`config.mk`:
```
export PLATFORM = sky130hd
export DESIGN_NAME = cordic_kscale_accum
export DESIGN_NICKNAME = d
export VERILOG_FILES = /design/src/rtl/cordic_kscale_pkg.sv /design/src/rtl/cordic_kscale_accum_rom.sv /design/src/rtl/cordic_kscale_accum.sv
export SDC_FILE = /design/constraint.sdc
export NUM_CORES = 2
export LEC_CHECK = 0
export BUFFER_PORTS_ARGS = -buffer_cell sky130_fd_sc_hd__buf_2
export CAP_MARGIN = 5
export CORE_MARGIN = 2
export CORE_UTILIZATION = 65
export DETAILED_ROUTE_END_ITERATION = 10
export GPL_ROUTABILITY_DRIVEN = 1
export PLACE_DENSITY_LB_ADDON = 0.08
export SLEW_MARGIN = 20
export SYNTH_ARGS = -nofsm -noshare
export SYNTH_HDL_FRONTEND = slang
export SYNTH_SLANG_ARGS = --single-unit
```
`constraint.sdc`:
```
create_clock -name iClk -period 10.4 [get_ports iClk]
set_input_delay 1.56 -clock iClk [delete_from_list [all_inputs] [get_ports iClk]]
set_output_delay 1.56 -clock iClk [all_outputs]
set_load 0.01 [all_outputs]
```
`src/rtl/cordic_kscale_pkg.sv`:
```
// Shared types and constants for the CORDIC gain accumulator.
// Holds the K_i ROM generator used at elaboration time.
package cordic_kscale_pkg;

    localparam int KSCALE_W = 24;
    localparam logic [KSCALE_W-1:0] KSCALE_ONE = '1;
    localparam int KSCALE_CH_W = 1;

    typedef struct packed {
        logic [KSCALE_CH_W-1:0] ch;
        logic                   clr;
        logic                   valid;
    } s1_t;

    function automatic logic [63:0] kscale_isqrt(input logic [127:0] n);
        logic [63:0] r;
        logic [63:0] t;
        r = '0;
        for (int b = 63; b >= 0; b--) begin
            t = r | (64'd1 << b);
            if (({64'd0, t} * {64'd0, t}) <= n) begin
                r = t;
            end
        end
        return r;
    endfunction

    // floor(2^w / sqrt(1 + 2^-2i)) == floor(sqrt(2^(2w+2i) / (4^i + 1)))
    function automatic logic [63:0] kscale_rom_val(input int i, input int w);
        logic [127:0] num;
        logic [127:0] den;
        num = 128'd1 << (2 * w + 2 * i);
        den = (128'd1 << (2 * i)) + 128'd1;
        return kscale_isqrt(num / den);
    endfunction

endpackage

```
`src/rtl/cordic_kscale_accum_rom.sv`:
```
// Registered K_i lookup; indices above MAX_IDX read as ~1.0.
// Contents are fixed at elaboration from kscale_rom_val.
module cordic_kscale_rom
    import cordic_kscale_pkg::*;
#(
    parameter int W       = 24,
    parameter int IDX_W   = 4,
    parameter int MAX_IDX = 15
) (
    input  logic             iClk,
    input  logic             iRst,
    input  logic             en,
    input  logic [IDX_W-1:0] idx,
    output logic [W-1:0]     q
);

    localparam logic [W-1:0] K_ONE = '1;

    logic [W-1:0] tab [MAX_IDX+1];
    logic [W-1:0] k_sel;

    for (genvar g = 0; g <= MAX_IDX; g++) begin : g_tab
        localparam logic [63:0] V = kscale_rom_val(g, W);
        assign tab[g] = V[W-1:0];
    end

    // Select the table entry, defaulting to ~1.0 when idx is past the table.
    always_comb begin
        k_sel = K_ONE;
        for (int i = 0; i <= MAX_IDX; i++) begin
            if (idx == IDX_W'(i)) begin
                k_sel = tab[i];
            end
        end
    end

    // Read register, advancing only with the pipeline.
    always_ff @(posedge iClk) begin
        if (iRst) begin
            q <= '0;
        end else if (en) begin
            q <= k_sel;
        end
    end

endmodule

```
`src/rtl/cordic_kscale_accum.sv`:
```
// Multi-channel CORDIC gain accumulator, 2-stage valid/ready pipeline.
// CORDIC_KSCALE_ROUND_EN selects round-half-up instead of truncation.
module cordic_kscale_accum
    import cordic_kscale_pkg::*;
#(
    parameter int W       = 24,
    parameter int IDX_W   = 4,
    parameter int MAX_IDX = 15,
    parameter int NCH     = 2,
    parameter int CH_W    = KSCALE_CH_W,
    parameter int CNT_W   = 5
) (
    input  logic             iClk,
    input  logic             iRst,
    input  logic             in_valid,
    output logic             in_ready,
    input  logic             in_clr,
    input  logic [CH_W-1:0]  in_ch,
    input  logic [IDX_W-1:0] in_idx,
    output logic             out_valid,
    input  logic             out_ready,
    output logic [CH_W-1:0]  out_ch,
    output logic [W-1:0]     out_k,
    output logic [CNT_W-1:0] out_cnt
);

`ifdef CORDIC_KSCALE_ROUND_EN
    localparam logic [2*W-1:0] RND = (2*W)'(1) << (W - 1);
`else
    localparam logic [2*W-1:0] RND = '0;
`endif

    s1_t             s1;
    logic            adv;
    logic            ch_ok;
    logic            s2_fire;
    logic [W-1:0]    rom_q;
    logic [W-1:0]    acc [NCH];
    logic [CNT_W-1:0] cnt [NCH];
    logic [W-1:0]    acc_rd;
    logic [CNT_W-1:0] cnt_rd;
    logic [2*W-1:0]  prod;
    logic [W-1:0]    mul_k;
    logic [W-1:0]    new_k;
    logic [CNT_W-1:0] new_cnt;

    assign adv      = !out_valid | out_ready;
    assign in_ready = adv;
    assign s2_fire  = adv & s1.valid;

    cordic_kscale_rom #(
        .W       (W),
        .IDX_W   (IDX_W),
        .MAX_IDX (MAX_IDX)
    ) u_rom (
        .iClk (iClk),
        .iRst (iRst),
        .en   (adv),
        .idx  (in_idx),
        .q    (rom_q)
    );

    // Requests for channels that do not exist are dropped at the door.
    always_comb begin
        ch_ok = 1'b0;
        for (int c = 0; c < NCH; c++) begin
            if (in_ch == CH_W'(c)) begin
                ch_ok = 1'b1;
            end
        end
    end

    // S1 holds the request's control while the ROM fetches K_i.
    always_ff @(posedge iClk) begin
        if (iRst) begin
            s1 <= '0;
        end else if (adv) begin
            s1 <= '{ch: in_ch, clr: in_clr, valid: in_valid & ch_ok};
        end
    end

    // Read the target channel's state as it stands in S2's own cycle.
    always_comb begin
        acc_rd = '0;
        cnt_rd = '0;
        for (int c = 0; c < NCH; c++) begin
            if (s1.ch == CH_W'(c)) begin
                acc_rd = acc[c];
                cnt_rd = cnt[c];
            end
        end
    end

    assign prod  = {{W{1'b0}}, rom_q} * {{W{1'b0}}, acc_rd};
    assign mul_k = W'((prod + RND) >> W);

    // A clear MSB means no live sequence, so K_i is loaded directly.
    always_comb begin
        new_k   = mul_k;
        new_cnt = cnt_rd;
        if (s1.clr || !acc_rd[W-1]) begin
            new_k = rom_q;
        end
        if (s1.clr) begin
            new_cnt = CNT_W'(1);
        end else if (!(&cnt_rd)) begin
            new_cnt = cnt_rd + CNT_W'(1);
        end
    end

    // Per-channel running product and factor count.
    always_ff @(posedge iClk) begin
        if (iRst) begin
            for (int c = 0; c < NCH; c++) begin
                acc[c] <= '0;
                cnt[c] <= '0;
            end
        end else begin
            for (int c = 0; c < NCH; c++) begin
                if (s2_fire && s1.ch == CH_W'(c)) begin
                    acc[c] <= new_k;
                    cnt[c] <= new_cnt;
                end
            end
        end
    end

    // Output register, held while downstream stalls.
    always_ff @(posedge iClk) begin
        if (iRst) begin
            out_valid <= 1'b0;
            out_ch    <= '0;
            out_k     <= '0;
            out_cnt   <= '0;
        end else if (adv) begin
            out_valid <= s1.valid;
            if (s1.valid) begin
                out_ch  <= s1.ch;
                out_k   <= new_k;
                out_cnt <= new_cnt;
            end
        end
    end

endmodule

```
==> summary.md <==
| Metric | Value |
|---|---|
| Status | completed |
| Placer Congestion | 0.927 |
| Register area share after synthesis | 12.4% |
| Horiz. Die Dim | 193 um |
| Vias in the first global route | 18028 |
| Post-synth top area share | 41.7% |
| Hold Buf Count CTS | 0 |
| GRT Resource Usage Total | 33.5% |
| Share of cells above drive strength 1 | 5.51% |
| Tcrit/Tclk final | 83.3% |
| Startpoint Class | register |
| Post-cts sizing count | 0 |
| Ys async rst share | 0% |
| Final slew viol count | 0 |
| HP Class | reg2reg |
| Most frequent cell after synthesis | inv_1 |
| End of the worst register-to-register path | acc[0][23] |
| Tmin final | 8.66 ns |
| IO Port Bufs | 41 |
| Slowest stage delay, CP | 0.66 ns |
| Initial antenna violation count | 0 |
| First-pass GRT wire length | 94.2 mm |
| # IOs | 42 |
| Main synth FF type | edfxtp_1 |
| Reg-to-reg slack, setup | 1.74 ns |
| Die H | 193 um |
| Final setup vio count | 0 |
| Final Hold Fails | 0 |
| Post-Synthesis Cell Area | 23100 um^2 |
| Dpl hpwl | 44.5 mm |
| Grt ovf | 0 |
| # DRC | 0 |
| Clock Tree Root | clkbuf_16 |
| Drt pass-1 iters | 5 |
| Adder-cell share of the synthesized area | 50.9% |
| Placeable Area | 35300 um^2 |
| Layout area overhead | 4.73% |
| CP Class | reg2reg |
| Worst Path Arrival | 8.79 ns |
| Antenna diodes | 0 |
| Total die area | 37100 um^2 |
| Drt total wl | 58.2 mm |
| Synth area leader | fa_1 |
| Largest family of logic cells by synthesized area | adder cells |
| Post-synthesis compound-gate area fraction | 6.46% |
| Crit-path most repeated cell | fa_1 |
| Initial drt markers | 1165 |
| Synth cell count leaders | inv_1, fa_1, nand2_1 |
| H-tree levels | 4 |
| Wire per inst | 19.8 um |
| Seq cells post-synth | 114 |
| Vias | 16854 |
| Clk Latency, worst-skew pair | 0.42 ns |
| Clock transition at path regs | 0.05 ns |
| Worst-case clock buffer depth | 2 |
| XOR/XNOR Fraction of Synth Area | 1.02% |
| Hold path depth | 1 |
| Total Neg Setup Slack | 0 ns |
| Routed vias/inst | 5.72 |
| Pin count of the biggest net entering global routing | 32 |
| Yosys warning total | 0 |
| Pin slew with the least headroom to its limit | 1.09 ns |
| R2R depth | 25 |
| Max frequency | 115 MHz |
| Fin nets | 3136 |
| Critical-path top delay cell | dfxtp_1 |
| Crit end category | register |
| Critical Path Sink | acc[0][23] |
| CTS tree | built |
| Max Fanout on Critical Path | 25 |
| Cells after synthesis | 2521 |
| EDFF count, synth | 58 |
| Synthesized-area fraction occupied by and/or/nand/nor cells | 16.1% |
| # rows | 69 |
| Syn Area/Cell | 9.16 um^2 |
| Worst path required time | 10.53 ns |
| Worst r2r src | s1[2] |
| Clock sink total | 114 |
| Detail Route Antenna Nets | 0 |
| Max-cap check violation count | 0 |
| Setup Fix Bufs, Post-CTS | 0 |
| RSZ-0062 raised after global routing | no |
| Critical path startpoint | s1[2] |
| Syn nets | 3183 |
| Worst relative slew slack | 26.8% |
| CTS Buf Count | 17 |
| Clock Skews | 0.00952 ns |
| Mux share of post-synthesis cell area | 1.57% |
| Ranking of synthesized cells by area | fa_1, inv_1, ha_1 |
| Library cells used by synthesis | 59 |
| Initial Util | 65.4% |
[worst max-delay path, delay by kind of cell (launching register included)]
family,cells,cell delay (ns)
fa+ha+maj,8,3.94
flops,1,0.66
xor+xnor,1,0.26
buf+inv,6,0.72
compound gates,4,1.27
mux,1,0.66
simple gates,5,0.81
[placed cells by master (no fill, tap or decap), drive strengths merged, types with 7 or more instances in the layout]
master / netlist / routed
a211oi: 8 / 8
a21o: 37 / 37
a21oi: 69 / 69
and2: 265 / 265
and3: 10 / 10
buf: 8 / 67
clkbuf: 125 / 19
dfxtp: 56 / 56
edfxtp: 58 / 58
fa: 481 / 481
ha: 171 / 171
inv: 575 / 576
mux2: 26 / 26
mux2i: 7 / 7
nand2: 343 / 343
nand3: 18 / 18
nand4: 17 / 17
nor2: 65 / 65
nor3: 23 / 23
o211ai: 10 / 10
o21ai: 38 / 38
o21bai: 11 / 11
xnor2: 18 / 18
xor2: 9 / 9
[area by class of cell]
type,instances,area [um^2]
multi-input cells,1699,17600
fillers,2852,11100
flip-flops and latches,114,2860
inverters,575,2160
well taps,461,577
clock buffers,19,453
repair buffers,67,400
clock inverters,13,159
[kinds of logic (layout without fill, tap and decap cells)]
family                   Yosys count  in the layout
buffers and inverters            708            674
multiplexers                      33             33
XOR/XNOR                          27             27
AO/OA/AOI/OAI                    225            225
adder cells (fa/ha/maj)          652            652
flip-flops                       114            114
AND/OR/NAND/NOR                  762            762
[metal layers]
layer / global-route usage, % / part of all wire [%] / vias to the layer above
li1: - / - / 7490
met1: 41.8 / 39 / 8603
met2: 59.5 / 51 / 598
met3: 4.00 / 5.7 / 163
met4: 13.8 / 4.7 / 0
met5: 0 / 0 / -
[state kept, by name, indices dropped and copies added (netlist names)]
register   flops
out_cnt        5
u_rom.q       22
acc           48
s1             3
out_ch         1
cnt           10
out_k         24
out_valid      1
[per-stage QoR]
step / util (%) / instance area [um^2] / setup slack, ns / hold WS [ns] / instances
floorplan: - / 23100 / 2.82 / 0.471 / 2521
global placement: 66.8 / 23600 / 2.15 / 0.429 / 2916
detailed placement: 66.8 / 23600 / 2.04 / 0.434 / 2916
CTS: 68.5 / 24200 / 1.86 / 0.449 / 2948
global route: 68.5 / 24200 / 1.31 / 0.457 / 2948
finish: 68.5 / 24200 / 1.74 / 0.444 / 2948
[how the worst min path moves through the flow]
stage / start / endpoint / slack, ns
6_report: out_cnt[0] / out_cnt[0] / 0.44
3_5_place_dp: out_k[17] / out_k[17] / 0.43
3_3_place_gp: out_k[17] / out_k[17] / 0.43
2_1_floorplan: s1[0] / s1[0] / 0.47
4_1_cts: out_cnt[3] / out_cnt[3] / 0.45
5_1_grt: out_cnt[3] / out_cnt[3] / 0.46
Power is left out: the tool's default activity adds up to more than one toggle a clock period on the data nets, which glitch-free logic cannot reach.
